**config.mk**
```make
export PLATFORM = sky130hd
export DESIGN_NAME = bus_arbiter
export DESIGN_NICKNAME = d
export VERILOG_FILES = /design/src/rtl/bus_pkg.sv /design/src/rtl/rr_pick.sv /design/src/rtl/bus_arbiter.sv
export SDC_FILE = /design/constraint.sdc
export NUM_CORES = 1
export LEC_CHECK = 0
export CORE_ASPECT_RATIO = 2
export CORE_MARGIN = 10
export CORE_UTILIZATION = 50
export CTS_CLUSTER_DIAMETER = 200
export DETAILED_ROUTE_END_ITERATION = 10
export DONT_BUFFER_PORTS = 1
export GPL_TIMING_DRIVEN = 0
export PLACE_DENSITY = 0.74
export RECOVER_POWER = 50
export SETUP_SLACK_MARGIN = 0.05
export SYNTH_ARGS = -nofsm -noshare
export SYNTH_HDL_FRONTEND = slang
export SYNTH_SLANG_ARGS = --single-unit
```
**constraint.sdc**
```tcl
create_clock -name clk -period 6.12 [get_ports clk]
set_input_delay 0.612 -clock clk [delete_from_list [all_inputs] [get_ports clk]]
set_output_delay 0.612 -clock clk [all_outputs]
set_load 0.01 [all_outputs]
```
**src/rtl/bus_pkg.sv**
```systemverilog
// Shared definitions for the bus arbiter and the tri-state bus it drives.
package bus_pkg;

    // Arbiter FSM states; explicit 2-bit encoding kept stable for legacy tools.
    typedef enum logic [1:0] {
        IDLE  = 2'd0,
        GRANT = 2'd1,
        TURN  = 2'd2
    } arb_state_t;

    // Defaults shared with the bus instance so select widths always match.
    localparam int DEF_NUM_SRC  = 32;
    localparam int DEF_MAX_HOLD = 16;

    // Grant index width; never less than one bit.
    function automatic int idx_width(input int n);
        return (n > 1) ? $clog2(n) : 1;
    endfunction

endpackage

```
**src/rtl/rr_pick.sv**
```systemverilog
// Round-robin pick: first set request bit at or above 'start', with wrap-around.
module rr_pick
    import bus_pkg::*;
#(
    parameter  int NUM_SRC = DEF_NUM_SRC,
    localparam int IDX_W   = idx_width(NUM_SRC)
) (
    input  logic [NUM_SRC-1:0] req,
    input  logic [IDX_W-1:0]   start,
    output logic               found,
    output logic [IDX_W-1:0]   winner,
    output logic [NUM_SRC-1:0] onehot
);

    localparam logic [IDX_W:0] NUM_EXT = (IDX_W + 1)'(NUM_SRC);

    logic [2*NUM_SRC-1:0] dbl;
    logic [NUM_SRC-1:0]   rot;
    logic [IDX_W-1:0]     off;
    logic [IDX_W:0]       sum;
    logic [IDX_W:0]       wrapped;

    // Rotating a doubled copy puts the search start at bit 0.
    assign dbl = {req, req};
    assign rot = NUM_SRC'(dbl >> start);

    // Priority encode: lowest set bit of the rotated vector wins.
    always_comb begin
        found = 1'b0;
        off   = '0;
        for (int i = NUM_SRC - 1; i >= 0; i--) begin
            if (rot[i]) begin
                found = 1'b1;
                off   = IDX_W'(i);
            end
        end
    end

    // Undo the rotation modulo NUM_SRC.
    assign sum     = {1'b0, start} + {1'b0, off};
    assign wrapped = sum - NUM_EXT;
    assign winner  = (sum >= NUM_EXT) ? wrapped[IDX_W-1:0] : sum[IDX_W-1:0];
    assign onehot  = found ? (NUM_SRC'(1) << winner) : '0;

endmodule

```
**src/rtl/bus_arbiter.sv**
```systemverilog
// Round-robin bus arbiter with lockable, hold-bounded grants and a one-cycle
// turnaround between owners. All outputs come straight from flops.
module bus_arbiter
    import bus_pkg::*;
#(
    parameter  int NUM_SRC  = DEF_NUM_SRC,
    parameter  int MAX_HOLD = DEF_MAX_HOLD,
    localparam int IDX_W    = idx_width(NUM_SRC)
) (
    input  logic               clk,
    input  logic               reset_n,
    input  logic [NUM_SRC-1:0] req,
    input  logic [NUM_SRC-1:0] lock,
    output logic [NUM_SRC-1:0] sel_lines,
    output logic               grant_valid,
    output logic [IDX_W-1:0]   grant_idx,
    output logic               timeout
);

    localparam int              HOLD_W    = $clog2(MAX_HOLD);
    localparam logic [HOLD_W-1:0] HOLD_LAST = HOLD_W'(MAX_HOLD - 1);
    localparam logic [IDX_W-1:0]  LAST_IDX  = IDX_W'(NUM_SRC - 1);

    arb_state_t         state_reg,   state_next;
    logic [HOLD_W-1:0]  hold_reg,    hold_next;
    logic [IDX_W-1:0]   ptr_reg,     ptr_next;
    logic [NUM_SRC-1:0] sel_reg,     sel_next;
    logic [IDX_W-1:0]   idx_reg,     idx_next;
    logic               valid_reg,   valid_next;
    logic               timeout_reg, timeout_next;

    logic [IDX_W-1:0]   start;
    logic               pick_found;
    logic [IDX_W-1:0]   pick_idx;
    logic [NUM_SRC-1:0] pick_onehot;
    logic               owner_locked;

    // Search begins just past the last owner.
    assign start = (ptr_reg == LAST_IDX) ? '0 : ptr_reg + 1'b1;

    rr_pick #(.NUM_SRC(NUM_SRC)) u_pick (
        .req    (req),
        .start  (start),
        .found  (pick_found),
        .winner (pick_idx),
        .onehot (pick_onehot)
    );

    assign owner_locked = req[idx_reg] & lock[idx_reg];

    // Next-state logic: arbitrate in IDLE, extend or release in GRANT, gap in TURN.
    always_comb begin
        state_next   = state_reg;
        hold_next    = hold_reg;
        ptr_next     = ptr_reg;
        sel_next     = sel_reg;
        idx_next     = idx_reg;
        valid_next   = valid_reg;
        timeout_next = 1'b0;
        case (state_reg)
            IDLE: begin
                if (pick_found) begin
                    sel_next   = pick_onehot;
                    idx_next   = pick_idx;
                    valid_next = 1'b1;
                    ptr_next   = pick_idx;
                    hold_next  = '0;
                    state_next = GRANT;
                end
            end
            GRANT: begin
                if (owner_locked && (hold_reg < HOLD_LAST)) begin
                    hold_next = hold_reg + 1'b1;
                end else begin
                    // A still-locked owner reaching here has hit the hold limit.
                    timeout_next = owner_locked;
                    sel_next     = '0;
                    idx_next     = '0;
                    valid_next   = 1'b0;
                    hold_next    = '0;
                    state_next   = TURN;
                end
            end
            TURN: begin
                state_next = IDLE;
            end
            default: begin
                sel_next   = '0;
                idx_next   = '0;
                valid_next = 1'b0;
                hold_next  = '0;
                state_next = IDLE;
            end
        endcase
    end

    // State and output registers; reset drops the bus selects at once.
    always_ff @(posedge clk or negedge reset_n) begin
        if (!reset_n) begin
            state_reg   <= IDLE;
            hold_reg    <= '0;
            ptr_reg     <= LAST_IDX;
            sel_reg     <= '0;
            idx_reg     <= '0;
            valid_reg   <= 1'b0;
            timeout_reg <= 1'b0;
        end else begin
            state_reg   <= state_next;
            hold_reg    <= hold_next;
            ptr_reg     <= ptr_next;
            sel_reg     <= sel_next;
            idx_reg     <= idx_next;
            valid_reg   <= valid_next;
            timeout_reg <= timeout_next;
        end
    end

    assign sel_lines   = sel_reg;
    assign grant_valid = valid_reg;
    assign grant_idx   = idx_reg;
    assign timeout     = timeout_reg;

    a_onehot: assert property (@(posedge clk) disable iff (!reset_n) $onehot0(sel_lines));
    a_valid:  assert property (@(posedge clk) disable iff (!reset_n) grant_valid == (|sel_lines));
    a_to_now: assert property (@(posedge clk) disable iff (!reset_n) timeout |-> (sel_lines == '0));
    a_to_nxt: assert property (@(posedge clk) disable iff (!reset_n) timeout |=> (sel_lines == '0));

endmodule

```
# After elaboration in Yosys (flattened, before gate mapping)
# Index checks and enable logic that the tools add are counted.
dict set report classes {
  shift 2
  eq_ne 5
  n_reduce_logical 6
  mux 87
  bitwise_logic 2
  add_sub_neg 4
  order_cmp 3
}
# op count
set ops {}
lappend ops {{$mux W5} 36}
lappend ops {{$pmux W32 S3} 1}
lappend ops {{$mux W32} 2}
lappend ops {{$shr A64 B5 Y32} 1}
lappend ops {{$mux W1} 38}
lappend ops {{$shl A1 B5 Y32 const A} 1}
lappend ops {{$pmux W5 S3} 1}
lappend ops {{$pmux W4 S3} 1}
lappend ops {{$bmux W1 S5} 2}
lappend ops {{$mux W4} 2}
lappend ops {{$add A5 B5 Y6} 1}
lappend ops {{$ge A6 B6 Y1 const B} 1}
lappend ops {{$lt A5 B6 Y1 const B} 1}
lappend ops {{$reduce_and A2 Y1} 3}
lappend ops {{$add A5 B1 Y5 const B} 1}
lappend ops {{$eq A5 B5 Y1 const B} 1}
lappend ops {{$sub A5 B1 Y5 const B} 1}
lappend ops {{$add A4 B1 Y4 const B} 1}
lappend ops {{$lt A4 B4 Y1 const B} 1}
lappend ops {{$mux W2} 2}
lappend ops {{$ne A2 B2 Y1 const B} 2}
lappend ops {{$pmux W2 S2} 1}
lappend ops {{$pmux W1 S3} 1}
lappend ops {{$reduce_and A3 Y1} 1}
lappend ops {{6 further kinds} 6}
dict set report word_totals {
  elab_cells 116
  ff_bits 50
  out_inout_bits 39
  in_bits 66
}

# Depth between registers and ports, before layout
dict set report logic_depth {
  depth_word 41
  ltp_mapped 27
  depth_no_buf 23
}

# Cells and area by module
# Synthesis repeated with hierarchy kept, for this count alone.
dict set report unflattened {
  hier_cells 704
  hier_area_um2 6975.4
}
# module area_each_um2 n_inst cells_per_inst
set modules_own_cells {}
lappend modules_own_cells {rr_pick 4171.5 1 454}
lappend modules_own_cells {bus_arbiter 2803.9 1 250}

# Worst setup path after synthesis
# OpenSTA, ideal clock, no wires.
dict set report synth_path {
  path_type {flip-flop to flip-flop}
  start {register ptr_reg[0]}
  end {register sel_reg[0] (netlist: sel_lines[0])}
  path_slack_ns 0.266
  arrival_time_ns 5.717
  path_buffers 5
  setup_time_ns 0.137
  t_required_ns 5.983
  path_stages_with_launch 25
  cell_sequence {dfstp_2 > ha_1 > and3_1 > ha_1 > clkinv_1 > clkbuf_1 > nand2_1 > clkinv_1 > clkbuf_1 > clkbuf_1 > buf_1 > a21oi_1 > or4_1 > a311o_1 > a311oi_1 > nor2_1 > ha_1 > fa_1 > a21o_1 > a21oi_1 > xnor2_1 > or3b_4 > nand3_4 > buf_4 > o31ai_1}
}
dict set report synth_via {
  elab_chain_len 41
  elab_cells_between_ends 77
  classes_between {add/sub: 3; order compare: 1; eq/ne: 2; shift: 2; mux: 68; reduce/logical: 1}
}
# element line_no
set synth_rtl {}
lappend synth_rtl {{start, declared} bus_arbiter.sv:26} ;# logic [IDX_W-1:0] ptr_reg, ptr_next;
lappend synth_rtl {{start signal, assigned} bus_arbiter.sv:110} ;# ptr_reg <= ptr_next;
lappend synth_rtl {{$add A5 B1 Y5 or $eq A5 B5 Y1 (tied branches)} bus_arbiter.sv:39} ;# assign start = (ptr_reg == LAST_IDX) ? '0 : ptr_reg + 1'b1;
lappend synth_rtl {{$mux W5 (*)} bus_arbiter.sv:39}
lappend synth_rtl {{$shr A64 B5 Y32} rr_pick.sv:25} ;# assign rot = NUM_SRC'(dbl >> start);
lappend synth_rtl {{$mux W5 (32 in a row)} rr_pick.sv:32} ;# if (rot[i]) begin
lappend synth_rtl {{$add A5 B5 Y6} rr_pick.sv:40} ;# assign sum = {1'b0, start} + {1'b0, off};
lappend synth_rtl {{$sub A5 B1 Y5 or $ge A6 B6 Y1 (tied branches)} {rr_pick.sv:41, rr_pick.sv:42}}
lappend synth_rtl {{$mux W5} rr_pick.sv:42} ;# assign winner = (sum >= NUM_EXT) ? wrapped[IDX_W-1:0] : sum[IDX_W-1:0];
lappend synth_rtl {{$shl A1 B5 Y32} rr_pick.sv:43} ;# assign onehot = found ? (NUM_SRC'(1) << winner) : '0;
lappend synth_rtl {{$mux W32} bus_arbiter.sv:62} ;# if (pick_found) begin
lappend synth_rtl {{$pmux W32 S3} bus_arbiter.sv:60} ;# case (state_reg)
lappend synth_rtl {{end signal, assigned} bus_arbiter.sv:111} ;# sel_reg <= sel_next;
lappend synth_rtl {{end, declared} bus_arbiter.sv:27} ;# logic [NUM_SRC-1:0] sel_reg, sel_next;
# Mark *: on every way between the ends. The rest lies on a longest branch, timed or not. The select of a mux whose other input is x is not followed.
# A chain may end at the register's enable or synchronous reset.

# Worst setup path in the final report
dict set report layout_path {
  start {register ptr_reg[0]}
  end {register sel_reg[8] (netlist: sel_lines[8])}
}
# Same word-level chain as after synthesis.

==> flow_summary_export.csv <==
group,metric,value,unit
die,die_h,179,um
final_layout,num_antenna_cells,0,
placement,dp_worst_setup_slack,-1.43,ns
setup_path,start_kind,"register",
logic_synthesis,synth-edff-count,0,
final_layout,drive_above_1_share,31.7,%
logic_synthesis,yosys_register_bits,50,
die,die_area,17700,um2
final_layout,final_nets,913,
global_routing,antenna_found_initial,1,
clock_tree,cts_buffers,5,
detailed_routing,antenna_left,0,
clock_tree,cts_tree,"done",
detailed_routing,topRoutingLayerUsed,"met4",
global_routing,grt_pass1_wl,49.0,mm
clock_tree,path_clk_slew,0.07,ns
detailed_routing,routedWlPerCell,35.4,um
min_path,hp-class,"in2async",
logic_synthesis,async_reset_ff_share,100,%
clock_tree,worstSkewPairLatency,0.30,ns
detailed_routing,drt_first_pass_iters,8,
setup_path,reg2reg_setup_slack,-0.007,ns
final_layout,nFillCells,1111,
final_layout,area_growth,23.2,%
die,fp.coreArea,12500,um2
sta,slew_viol_final,0,
logic_synthesis,synthesis.nets,858,
sta,max_slew_margin,48.4,%
run,max-cap-violations,0,
die,die_w,99.3,um
status,status,"complete, but fails checks",
sta,worstMarginPinSlew,0.771,ns
sta,rsz0062_at_grt,"yes",
placement,placed_cells,934,
sta,finClkSkew,0.00542,ns
sta,period_needed,6.13,ns
detailed_routing,viasPerCell,7.67,
placement,numPortBuffers,0,
global_routing,overflow,0,
global_routing,track_usage,36.8,%
final_layout,layout_common_cells,"nand2_1 (86), buf_4 (54), o21ai_0 (48), dfrtp_1 (45), nor2_1 (37)",
sta,setup_ws,-0.00671,ns
setup_path,critPathRequiredTime,6.32,ns
logic_synthesis,syn_area,6290,um2
setup_path,crit_start,"ptr_reg[0]",
setup_path,end_kind,"register",
sta,min_period_over_period,100,%
status,violations,"setup timing",
detailed_routing,drc_errors,0,
global_routing,grt_start_max_net_pins,39,
global_routing,grt_pass1_vias,7555,
clock_tree,cts-htree-levels,2,
placement,hpwl,26.1,mm
setup_path,r2r_start,"ptr_reg[0]",
logic_synthesis,synth_warnings,0,
logic_synthesis,syn_inst,784,
final_layout,seqCellArea,1260,um2
logic_synthesis,ys_seq_area_share,20.0,%
die,rows,58,
die,ioPinCount,105,
sta,finalSetupViolations,1,
setup_path,crit_fanout,6,
final_layout,largest_register_ffs,32,
logic_synthesis,syn_avg_cell_area,8.03,um2
detailed_routing,drt_iter0_drc,805,
sta,final-hold-violation-count,0,
detailed_routing,routed_wl,35.0,mm
final_layout,finalNonFillerCells,990,
detailed_routing,met3WireLength,3.78,mm
clock_tree,cts_root_buf,"clkbuf_16",
clock_tree,clk_path_buf_depth,2,
detailed_routing,via_count,7593,
setup_path,setup.worst_path.class,"reg2reg",
sta,fmax,0.163,GHz
logic_synthesis,synth_ff_type,"dfrtp_1",
detailed_routing,wl_met2,17.1,mm
final_layout,multiInputGateArea,5220,um2
final_layout,layout_commonest_cell,"nand2_1",
clock_tree,clock_sinks,50,
detailed_routing,wl_met1,9.75,mm
logic_synthesis,yosysUniqueCellTypes,91,
setup_path,worstPathArrival,6.33,ns
die,initial_core_util,50.4,%
placement,gp_routability_congestion,1.09,
==> critical path, stage by stage, from the launching register on <==
cell and delay, ns:
dfstp_2 0.58, ha_4 0.17, and3_4 0.19, ha_4 0.17, nor2_1 0.08, mux2i_4 0.24
clkinv_4 0.18, buf_4 0.17, buf_4 0.12, buf_4 0.12, mux4_2 0.54, and2_1 0.19
a211oi_1 0.37, or2_2 0.21, a31oi_1 0.10, a221oi_1 0.31, o21ai_0 0.16, nor2_2 0.22
ha_2 0.25, fa_2 0.22, a21o_1 0.12, a21oi_2 0.07, xnor2_2 0.27, or3b_4 0.27
nand3_4 0.19, clkbuf_16 0.24, o31ai_4 0.26
==> Yosys cell counts (7+ instances only) <==
cell	count	area share [%]
nor4_1	9	0.89
a32o_2	8	1.4
mux2_2	21	3.8
mux4_2	15	5.4
nand2_1	90	5.4
a21oi_1	40	3.2
clkbuf_1	25	1.5
buf_2	17	1.4
ha_1	7	1.4
inv_1	17	1.0
nand4_1	8	0.80
and2_1	12	1.2
buf_4	9	1.1
a21o_1	9	1.1
o211a_1	7	1.1
o21ai_0	52	4.1
o211ai_1	9	1.1
nand2b_1	19	1.9
a32o_1	7	1.1
a221oi_1	7	0.97
o21a_1	14	1.7
o31ai_1	15	1.8
or3_1	15	1.5
nor2b_1	8	0.80
nor2_1	45	2.7
nor3_1	34	2.7
mux2i_1	37	5.9
a211oi_1	14	1.7
nand3_1	30	2.4
a31oi_1	7	0.70
dfrtp_1	45	18
==> what timing repair did <==
action                                 4_1_cts  5_1_grt
buffers inserted                            10       35
pin swaps                                    9       24
cloned                                       2        1
resized for setup                           69      114
hold buffers                                 2        0
endpoints found under the hold margin       13        0
setup endpoints to repair                   42       38
==> path summary, 6_finish.rpt <==
path | endpoint | cells past startpoint
hold reg to reg | hold_reg[3] | 1
max in group asynchronous | hold_reg[0] | 1
setup reg to reg | sel_lines[8] | 26
setup / recovery | sel_lines[8] | 26
min in group clk | hold_reg[3] | 1
hold / removal | sel_lines[5] | 0
==> area by class of cell <==
class	count	area share [%]
multi-input combinational	655	67.3
sequential	50	16.2
buffer	57	5.83
timing repair buffer	49	5.25
tap	150	2.42
clock buffer	6	1.66
inverter	21	1.15
clock inverter	2	0.194
==> logic make-up after synthesis <==
logic type / after synthesis / synth area share (%)
compound gates: 264 / 30.8
xor+xnor: 7 / 1.39
fa+ha+maj: 8 / 1.71
buf+inv: 80 / 6.38
flops: 50 / 20.0
mux: 74 / 15.4
simple gates: 301 / 24.4
==> through the flow <==
stage               hold slack, ns  cell area [um2]  utilization, %   TNS, ns
floorplan                    0.316             6290               -         0
finish                     0.00718             7750            62.1  -0.00671
global route               0.00155             7750            62.1     -1.69
CTS                       0.000884             6970            55.8         0
global placement             0.318             6480            51.9    -53.52
detailed placement           0.318             6480            51.9    -51.63
==> metal layers <==
metal	up-vias	GRT usage (%)
li1	3144	-
met1	3548	30.3
met2	640	64.3
met3	261	11.8
met4	0	39.3
met5	-	0.588
Power is left out: the tool's default activity adds up to more than one toggle a clock period on the data nets, which glitch-free logic cannot reach.
